File: src/rtl/mem_port_arbiter.sv
// mem_port_arbiter: shares one fixed-latency memory port between IF and MEM (MEM priority, IF starvation guard).
// Optional stall-cycle perf counters are enabled with `define ARB_PERF_CNT_EN.
module mem_port_arbiter #(
  parameter int ADDR_W       = 32,
  parameter int DATA_W       = 32,
  parameter int MEM_LATENCY  = 2,
  parameter int STARVE_LIMIT = 4
) (
  input  logic              Clk,
  input  logic              Reset,
  input  logic              IF_Req,
  input  logic [ADDR_W-1:0] IF_Addr,
  input  logic              IF_Flush,
  output logic              IF_Stall,
  output logic              IF_Valid,
  output logic [DATA_W-1:0] IF_RdData,
  input  logic              MEM_Req,
  input  logic              MEM_Write,
  input  logic [ADDR_W-1:0] MEM_Addr,
  input  logic [DATA_W-1:0] MEM_WrData,
  output logic              MEM_Stall,
  output logic              MEM_Valid,
  output logic [DATA_W-1:0] MEM_RdData,
  output logic              Mem_En,
  output logic              Mem_We,
  output logic [ADDR_W-1:0] Mem_Addr,
  output logic [DATA_W-1:0] Mem_WrData,
  input  logic [DATA_W-1:0] Mem_RdData
`ifdef ARB_PERF_CNT_EN
  ,
  output logic [31:0]       Perf_IFStallCycles,
  output logic [31:0]       Perf_MEMStallCycles
`endif
);
  typedef enum logic [1:0] {IDLE, ISSUE, WAIT, RESP} state_t;
  state_t            r_state;
  logic              r_own_if, r_we, r_cancel, r_en, r_if_valid, r_mem_valid;
  logic [3:0]        r_lat, r_starve;
  logic [ADDR_W-1:0] r_addr;
  logic [DATA_W-1:0] r_wdata, r_if_rdata, r_mem_rdata;
  logic              w_grant_if, w_cancel;
  assign w_grant_if = IF_Req & (~MEM_Req | (r_starve == 4'(STARVE_LIMIT)));
  assign w_cancel   = r_cancel | (r_own_if & IF_Flush);
  always_ff @(posedge Clk) begin
    if (Reset) begin
      r_state     <= IDLE;
      r_own_if    <= 1'b0;
      r_we        <= 1'b0;
      r_cancel    <= 1'b0;
      r_en        <= 1'b0;
      r_if_valid  <= 1'b0;
      r_mem_valid <= 1'b0;
      r_lat       <= '0;
      r_starve    <= '0;
      r_addr      <= '0;
      r_wdata     <= '0;
      r_if_rdata  <= '0;
      r_mem_rdata <= '0;
    end else begin
      r_en        <= 1'b0;
      r_if_valid  <= 1'b0;
      r_mem_valid <= 1'b0;
      case (r_state)
        IDLE: if (IF_Req | MEM_Req) begin
          r_state  <= ISSUE;
          r_en     <= 1'b1;
          r_own_if <= w_grant_if;
          r_we     <= ~w_grant_if & MEM_Write;
          r_addr   <= w_grant_if ? IF_Addr : MEM_Addr;
          r_wdata  <= w_grant_if ? '0 : MEM_WrData;
          r_cancel <= 1'b0;
          // only a contested MEM win counts toward starving IF
          r_starve <= w_grant_if ? '0 : IF_Req ? r_starve + 4'd1 : r_starve;
        end
        ISSUE: begin
          r_state  <= WAIT;
          r_lat    <= 4'(MEM_LATENCY - 1);
          r_cancel <= w_cancel;
        end
        WAIT: begin
          r_cancel <= w_cancel;
          if (r_lat == '0) begin
            r_state     <= RESP;
            r_if_valid  <= r_own_if & ~w_cancel;
            r_mem_valid <= ~r_own_if;
            if (r_own_if & ~w_cancel) r_if_rdata <= Mem_RdData;
            if (~r_own_if) r_mem_rdata <= r_we ? '0 : Mem_RdData;
          end else r_lat <= r_lat - 4'd1;
        end
        default: r_state <= IDLE;
      endcase
    end
  end
  assign Mem_En     = r_en;
  assign Mem_We     = r_en & r_we;
  assign Mem_Addr   = r_addr;
  assign Mem_WrData = r_wdata;
  assign IF_Valid   = r_if_valid;
  assign MEM_Valid  = r_mem_valid;
  assign IF_RdData  = r_if_rdata;
  assign MEM_RdData = r_mem_rdata;
  assign IF_Stall   = IF_Req & ~IF_Valid;
  assign MEM_Stall  = MEM_Req & ~MEM_Valid;
`ifdef ARB_PERF_CNT_EN
  always_ff @(posedge Clk) begin
    if (Reset) begin
      Perf_IFStallCycles  <= '0;
      Perf_MEMStallCycles <= '0;
    end else begin
      if (IF_Stall & ~&Perf_IFStallCycles) Perf_IFStallCycles <= Perf_IFStallCycles + 32'd1;
      if (MEM_Stall & ~&Perf_MEMStallCycles) Perf_MEMStallCycles <= Perf_MEMStallCycles + 32'd1;
    end
  end
`endif
endmodule

File: config.mk
export PLATFORM = sky130hd
export DESIGN_NAME = mem_port_arbiter
export DESIGN_NICKNAME = d
export VERILOG_FILES = /design/src/rtl/mem_port_arbiter.sv
export SDC_FILE = /design/constraint.sdc
export NUM_CORES = 1
export LEC_CHECK = 0
export CAP_MARGIN = 20
export CORE_ASPECT_RATIO = 1.4
export CORE_UTILIZATION = 35
export CTS_BUF_LIST = sky130_fd_sc_hd__clkbuf_8
export CTS_CLUSTER_DIAMETER = 80
export CTS_CLUSTER_SIZE = 14
export DETAILED_ROUTE_END_ITERATION = 16
export PLACE_DENSITY = 0.74
export SLEW_MARGIN = 20
export SYNTH_ARGS = -nofsm -noshare
export SYNTH_HDL_FRONTEND = slang
export SYNTH_SLANG_ARGS = --single-unit
File: constraint.sdc
create_clock -name Clk -period 4.5 [get_ports Clk]
set_input_delay 0.675 -clock Clk [delete_from_list [all_inputs] [get_ports Clk]]
set_output_delay 0.675 -clock Clk [all_outputs]
set_load 0.01 [all_outputs]
# After elaboration in Yosys (flattened, before gate mapping)
# Index checks and enable logic that the tools add are counted.
# word_totals
ff_bits	144
output_inout_bits	134
wordCells	68
# op_classes
addsub	2
eq_ne	6
muxes	13
bitwise	19
n_reduce_logical	15
# ops
cell	count
$mux 32	3
$mux 4	3
$not 1->1	9
$reduce_and 3->1	3
$pmux 4 s2	1
$reduce_and 2->1	4
$and 1x1->1	7
$ne 2x2->1 const B	3
$pmux 2 s3	1
$reduce_bool 2->1	3
$add 4x1->4 const B	1
$eq 4x3->1 const B	1
$logic_not 4->1	1
$mux 2	2
$reduce_or 2->1	2
$sub 4x1->4 const B	1
$or 1x1->1	3
$reduce_or 3->1	1
$eq 2x1->1 const B	1
$eq 2x2->1 const B	1
$logic_not 2->1	1
$mux 1	2
$pmux 1 s2	1

# Logic depth before layout (Yosys ltp)
# Gate-level depths: netlist (run 1).
# depth
ltp_word	5
depth_mapped	8

# Worst setup path before layout (run 1)
# OpenSTA, ideal clock, no wires.
# synth_timing
kind	input -> register
start	in MEM_Req
end	reg r_we
arrival_time_ns	1.718
required_ns	4.430
path_slack_ns	2.711
stages	6
path_buffers	3
cell_sequence	buf_2 > o21ai_1 > clkbuf_1 > buf_2 > nand2_1 > a21oi_1
# synth_between
elab_chain_cells	5
word_cells_on_any_way	7
cone_classes	bitwise: 6; reduce/logical: 1
# synth_rtl
item	line_no	rtl
from (decl)	17	input logic MEM_Req,
$not 1->1	42	assign w_grant_if = IF_Req & (~MEM_Req | (r_starve == 4'(STARVE_LIMIT)));
$or 1x1->1	42	
$and 1x1->1	42	
$not 1->1	68	r_we <= ~w_grant_if & MEM_Write;
$and 1x1->1	68	
to (signal assigned)	68	
to (decl)	37	logic r_own_if, r_we, r_cancel, r_en, r_if_valid, r_mem_valid;
# Parallel ways exist; a longest one is shown, timed or not.
# A chain may end at the register's enable or synchronous reset.

# Final worst setup path (run 1)
# layout_timing
start	in IF_Req
end	out IF_Stall
# layout_between
elab_chain_cells	1
# layout_rtl
item	line_no	rtl
from (decl)	11	input logic IF_Req,
$and 1x1->1	102	assign IF_Stall = IF_Req & ~IF_Valid;
to (decl)	14	output logic IF_Stall,
# Every way passes these cells.

==> summary.txt, run 1 <==
Outcome
  – Outcome: finished clean

Synth
  – Synth Area in Simple Gates: 27.58%
  – Seq/Total Area, Yosys: 45.94%
  – Number of synthesis warnings: 0
  – Cell Area, Synth: 6275 um2
  – Post-synthesis compound-gate area fraction: 18.58%
  – Synthesized area per cell: 8.584 um2
  – Largest cells by area after synthesis: dfxtp_1 (46%), a21oi_1 (8.3%), or4b_1 (5.4%)
  – Top-area cell type share of the netlist area: 45.94%
  – #FFs+latches synth: 144
  – Number of synthesized flops with an enable pin: 0
  – Syn_nets: 871
  – Cells after synthesis: 731
  – Fraction of registers with async set/reset: 0%
  – Primary FF master, synth: dfxtp_1
  – Adder-Cell Fraction of Synth Area: 1.196%
  – Mux share of post-synthesis cell area: 0.3390%
  – Largest family of logic cells by synthesized area: simple AND/OR/NAND/NOR gates
  – Library cells used by synthesis: 40
  – Post-Synth XOR/XNOR Area: 0%
  – Yosys top cell by area: dfxtp_1

Placed design
  – I/O Buffers: 267
  – DP Area: 9039 um2
  – Place WS: 1658 ps
  – Routability cong.: 0.7743
  – Hpwl dp: 12860 um

Timing
  – Minimum clock period: 2812 ps
  – Relative slew slack: 38.62%
  – Final Hold Viols: 0
  – Fin. max-slew vios: 0
  – Slew @ Worst Pin: 920.7 ps
  – Highest clock rate: 355.7 MHz
  – Final setup violation count: 0
  – Total negative slack: 0 ps
  – Final period util: 62.48%
  – RSZ-0062 raised after global routing: no
  – Worst Setup Slack, final: 1688 ps
  – Post-Route Skew: 13.56 ps

Floorplan
  – Initial Util: 35.91%
  – Die Y: 160.4 um
  – DIE WIDTH: 115.2 um
  – CORE AREA: 17470 um2
  – Top-level port count: 268
  – Die Area: 18470 um2
  – FP Rows: 57

Power
  – Peak VDD IR: 0.2780 mV
  – PwrDens: 469.8 nW/um2
  – Leakage: 3.243 nW
  – Tot Pwr: 4.448 mW

Global routing
  – Met1 Usage GRT: 25.69%
  – Initial antenna violation count: 0
  – Total track usage: 21.48%
  – Vias in the first global route: 6104
  – Global-route track usage on met3: 6.302%
  – Grt ovf: 0
  – M2 GR Usage: 36.34%
  – Grt peak-use layer: met2
  – First-pass GRT wire length: 31600 um
  – Pin count of the biggest net entering global routing: 86

Critical path
  – Crit. End Element: primary output
  – Critical Path Start Type: input port
  – Req. time, crit path: 3830 ps
  – R2R depth: 6
  – CP Data Arrival Time: 2140 ps
  – CP Max Fanout: 9
  – CP Class: input port to primary output
  – Flop2flop setup slack: 2160 ps

Detailed routing
  – Via density: 5.433
  – First drt pass iteration count: 5
  – Initial DRC Count: 652
  – Routed WL: 19840 um
  – DRC: 0
  – Vias: 6482
  – Routed len/inst: 16.63 um
  – Post-route ant nets: 0

Clock tree
  – CTS tree: done
  – CTS resizes: 0
  – Worst skew pair latency: 440 ps
  – CTS sink cnt: 144
  – Worst-path clk slew: 80 ps
  – Root cell of the clock tree: clkbuf_8
  – CTS Buf Count: 17
  – # hold bufs at CTS: 0
  – Clock buffer depth: 2
  – Total number of H-tree levels: 4
  – Setup bufs post-CTS: 0

Hold path
  – Hold crit path type: flop to flop
  – Worst Hold Depth: 2

Layout
  – N_diodes: 0
  – Area grow syn2layout: 50.89%
  – Layout cells sized above 1: 5.747%
  – Fillers: 1634
  – Design area: 9468 um2
  – Final nets: 1084

Run
  – Max-cap violations: 0
[cell usage after synthesis (32+ instances only)]
library cell  instances
nand4_1              34
a21oi_1             104
a211oi_1             33
or4b_1               34
dfxtp_1             144
nand3_1              34
nor2_1               38
o21ai_0              56
nand2_1              40
nor4_1               32
and4b_1              32
clkbuf_1             69
[sequential cells by signal, indices dropped and copies added, names as in the netlist, 2 cells and up]
name	count
MEM_RdData	32
Mem_WrData	32
IF_RdData	32
r_lat	4
Mem_Addr	32
r_state	2
r_starve	4
[kinds of logic (layout without fill, tap and decap cells)]
| family | after synthesis | in the layout |
|---|---|---|
| AOI/OAI and AO/OA | 212 | 212 |
| buffers and inverters | 96 | 322 |
| DFF | 144 | 144 |
| and+or+nand+nor | 271 | 271 |
| muxes | 2 | 2 |
| adders and majority gates | 6 | 6 |
[metal layers]
metal,vias up,part of all wire [%]
li1,3160,-
met1,3048,41
met2,248,50
met3,26,7.4
met4,0,1.7
met5,-,0
[layout make-up]
| cell class | count | area (um2) | area share, % |
|---|---|---|---|
| inverter | 9 | 33.78 | 0.3568 |
| clock buffer | 20 | 275.3 | 2.907 |
| multi-input combinational | 491 | 3043 | 32.14 |
| timing repair buffer | 281 | 2783 | 29.39 |
| sequential | 144 | 2884 | 30.46 |
| tap | 236 | 295.3 | 3.119 |
| clock inverter | 12 | 153.9 | 1.625 |
[per-stage QoR]
step / utilization, % / hold slack (ps) / cells
detailed placement: 51.73 / 445.3 / 1161
global placement: 51.73 / 440.9 / 1161
finish: 54.19 / 456.8 / 1193
CTS: 54.19 / 457.3 / 1193
global route: 54.19 / 474.6 / 1193
floorplan: - / 443.0 / 731
[worst paths after layout]
check	end	start
min	Mem_WrData[15]	Mem_WrData[15]
max	IF_Stall	IF_Req
min reg2reg	Mem_WrData[15]	Mem_WrData[15]
max reg2reg	MEM_RdData[28]	r_state[0]
[where the power goes]
group / leakage [nW] / switching [mW] / internal [mW]
clock: 0.212 / 0.509 / 0.594
sequential: 1.18 / 0.118 / 1.49
combinational: 1.86 / 0.972 / 0.764
total: 3.24 / 1.60 / 2.85
[critical path: stages]
cell	delay [ps]
clkdlybuf4s50_1	710
nor2b_1	180
clkdlybuf4s50_1	570
[cells in the final DEF (no fill, tap or decap), types with 2 or more instances in the layout]
cell type          n
clkdlybuf4s50_1  265
dfxtp_1          143
a21oi_1          104
o21ai_0           56
nand2_1           40
nor2_1            38
nand4_1           34
nand3_1           34
or4b_1            34
a211oi_1          33
and4b_1           32
nor4_1            32
clkbuf_8          20
buf_4             14
o21ai_1           10
inv_1              9
nor3_1             5
ha_1               5
nand4b_1           4
nor2b_1            3
nand2b_1           3
bufinv_16          3
clkinv_2           3
clkinvlp_4         3
and2_1             2
a31oi_1            2
or4_1              2
inv_6              2
Power figures use the tool's default switching activity.
==> run 2: changes to the inputs <==
Settings changed: PLACE_DENSITY 0.74 to 0.77.
Clock period 4.5 ns to 2.3 ns, I/O delays scaled along.
==> run 2 against run 1 <==
Against the previous run:
- total power increased by 96%
- register-to-register slack worse by 1900 ps
- sequential share of layout area is 0.24 points lower
- worst setup slack worse by 1400 ps
- die area unchanged
- via count fell by 0.22%
- core utilization up 0.43 points
- count of clock-buffer cells in the layout fell by 3
- worst hold slack worse by 69 ps
- sequential power up 96%
- combinational power increased by 99%
- clock skew shrank 1.4 ps
- highest routed layer unchanged
==> summary.txt, run 2 (synthesis gave the netlist of run 1 again) <==
Power
  – PwrDens: 912.1 nW/um2 (was 469.8 nW/um2)
  – Leakage: 3.277 nW (was 3.243 nW)
  – Peak VDD IR: 0.4561 mV (was 0.2780 mV)

Floorplan
  – Die Area: 18470 um2 (unchanged)
  – Top-level port count: 268 (unchanged)
  – Initial Util: 35.91% (unchanged)
  – DIE WIDTH: 115.2 um (unchanged)
  – FP Rows: 57 (unchanged)
  – CORE AREA: 17470 um2 (unchanged)
  – Die Y: 160.4 um (unchanged)

Timing
  – Total negative slack: 0 ps (unchanged)
  – Worst Setup Slack, final: 257.0 ps (was 1688 ps)
  – Highest clock rate: 489.5 MHz
  – Final Hold Viols: 0 (unchanged)
  – Relative slew slack: 64.70% (was 38.62%)
  – RSZ-0062 raised after global routing: no (unchanged)
  – Post-Route Skew: 12.20 ps (was 13.56 ps)
  – Slew @ Worst Pin: 529.5 ps (was 920.7 ps)
  – Minimum clock period: 2043 ps
  – Final setup violation count: 0 (unchanged)
  – Final period util: 88.83%
  – Fin. max-slew vios: 0 (unchanged)

Placed design
  – Hpwl dp: 12850 um (was 12860 um)
  – Routability cong.: 0.7556 (was 0.7743)
  – Place WS: 202.9 ps (was 1658 ps)
  – I/O Buffers: 267 (unchanged)

Clock tree
  – Worst-path clk slew: 90 ps (was 80 ps)
  – CTS tree: done (unchanged)
  – Root cell of the clock tree: clkbuf_8 (unchanged)
  – CTS sink cnt: 144 (unchanged)
  – Worst skew pair latency: 440 ps (about the same)
  – Total number of H-tree levels: 4 (unchanged)
  – CTS Buf Count: 17 (unchanged)
  – # hold bufs at CTS: 0 (unchanged)
  – CTS resizes: 0 (unchanged)
  – Clock buffer depth: 2 (unchanged)
  – Setup bufs post-CTS: 0 (unchanged)

Critical path
  – Crit. End Element: primary output (unchanged)
  – Critical Path Start Type: input port (unchanged)
  – CP Class: input port to primary output (unchanged)
  – Req. time, crit path: 1960 ps (was 3830 ps)
  – Critical Path Start: IF_Req (unchanged)
  – Critical R2R Launch: r_state[0] (unchanged)
  – CP Data Arrival Time: 1700 ps (was 2140 ps)
  – CP Max Fanout: 6 (was 9)
  – Flop2flop setup slack: 270 ps (was 2160 ps)

Global routing
  – Pin count of the biggest net entering global routing: 99 (was 86)
  – Total track usage: 21.22% (was 21.48%)
  – Initial antenna violation count: 0 (unchanged)
  – First-pass GRT wire length: 31260 um (was 31600 um)
  – Grt ovf: 0 (unchanged)
  – Vias in the first global route: 6139 (was 6104)

Detailed routing
  – Routed len/inst: 16.33 um (was 16.63 um)
  – Routed WL: 19580 um (was 19840 um)
  – Initial DRC Count: 521 (was 652)
  – Via density: 5.394 (was 5.433)
  – DRC: 0 (unchanged)
  – Vias: 6468 (was 6482)
  – Post-route ant nets: 0 (unchanged)
  – First drt pass iteration count: 5 (unchanged)

Layout
  – Area grow syn2layout: 52.08% (was 50.89%)
  – Fillers: 1614 (was 1634)
  – Layout cells sized above 1: 6.231% (was 5.747%)
  – N_diodes: 0 (unchanged)
  – Commonest non-fill, non-tap cell in the layout: clkdlybuf4s50_1 (unchanged)
  – Final nets: 1090 (was 1084)
  – Most frequent cells in the layout: clkdlybuf4s50_1 (265), dfxtp_1 (143), a21oi_1 (104), o21ai_0 (56), nand2_1 (40) (unchanged)

Hold path
  – Hold path start: Reset (was Mem_WrData[15])
  – Hold crit path type: input port to flop (was flop to flop)

Run
  – Max-cap violations: 0 (unchanged)

Outcome
  – Outcome: finished clean (unchanged)
## run 2: per-stage QoR
step | cells | cell area, um2 | hold slack, ps | total power [mW] | utilization, %
finish | 1199 | 9543 | 388.0 | 8.704 | 54.62
global route | 1199 | 9543 | 380.7 | 9.258 | 54.62
CTS | 1199 | 9543 | 359.1 | 8.815 | 54.62
detailed placement | 1167 | 9134 | 448.4 | 6.686 | 52.27
global placement | 1167 | 9134 | 440.8 | 6.655 | 52.27
floorplan | 731 | 6275 | 443.0 | 5.094 | -
## run 2: metal layers
| metal | part of all wire [%] | GRT usage (%) | wire length (um) | vias up |
|---|---|---|---|---|
| li1 | - | - | - | 3163 |
| met1 | 40 | 23.93 | 7879 | 3025 |
| met2 | 50 | 37.43 | 9884 | 243 |
| met3 | 6.2 | 4.906 | 1209 | 37 |
| met4 | 3.1 | 9.504 | 608 | 0 |
| met5 | 0 | 0 | 0 | - |
## run 2: where the power goes
group / internal [mW] / leakage [nW] / total [mW] / switching, mW
registers: 2.92 / 1.18 / 3.15 / 0.234
clock network: 0.997 / 0.198 / 2.08 / 1.09
logic: 1.56 / 1.90 / 3.47 / 1.91
## run 2: path summary, 6_finish.rpt
check | to | cells after the start
min | Mem_WrData[6] | 2
max reg2reg | MEM_RdData[16] | 6
max | IF_Stall | 3
min reg2reg | Mem_WrData[31] | 2
## run 2: final cells by class
type                       count  area (um2)  area share, %
clock buffer                  17       234.0          2.452
multi-input combinational    491        3043          31.89
sequential                   144        2884          30.22
tap                          236       295.3          3.094
clock inverter                15       175.2          1.836
inverter                       9       33.78         0.3540
timing repair buffer         287        2878          30.16
## run 2: critical path, stage by stage
cell	delay [ps]
clkdlybuf4s50_1	630
nor2b_1	170
clkdlybuf4s50_1	550
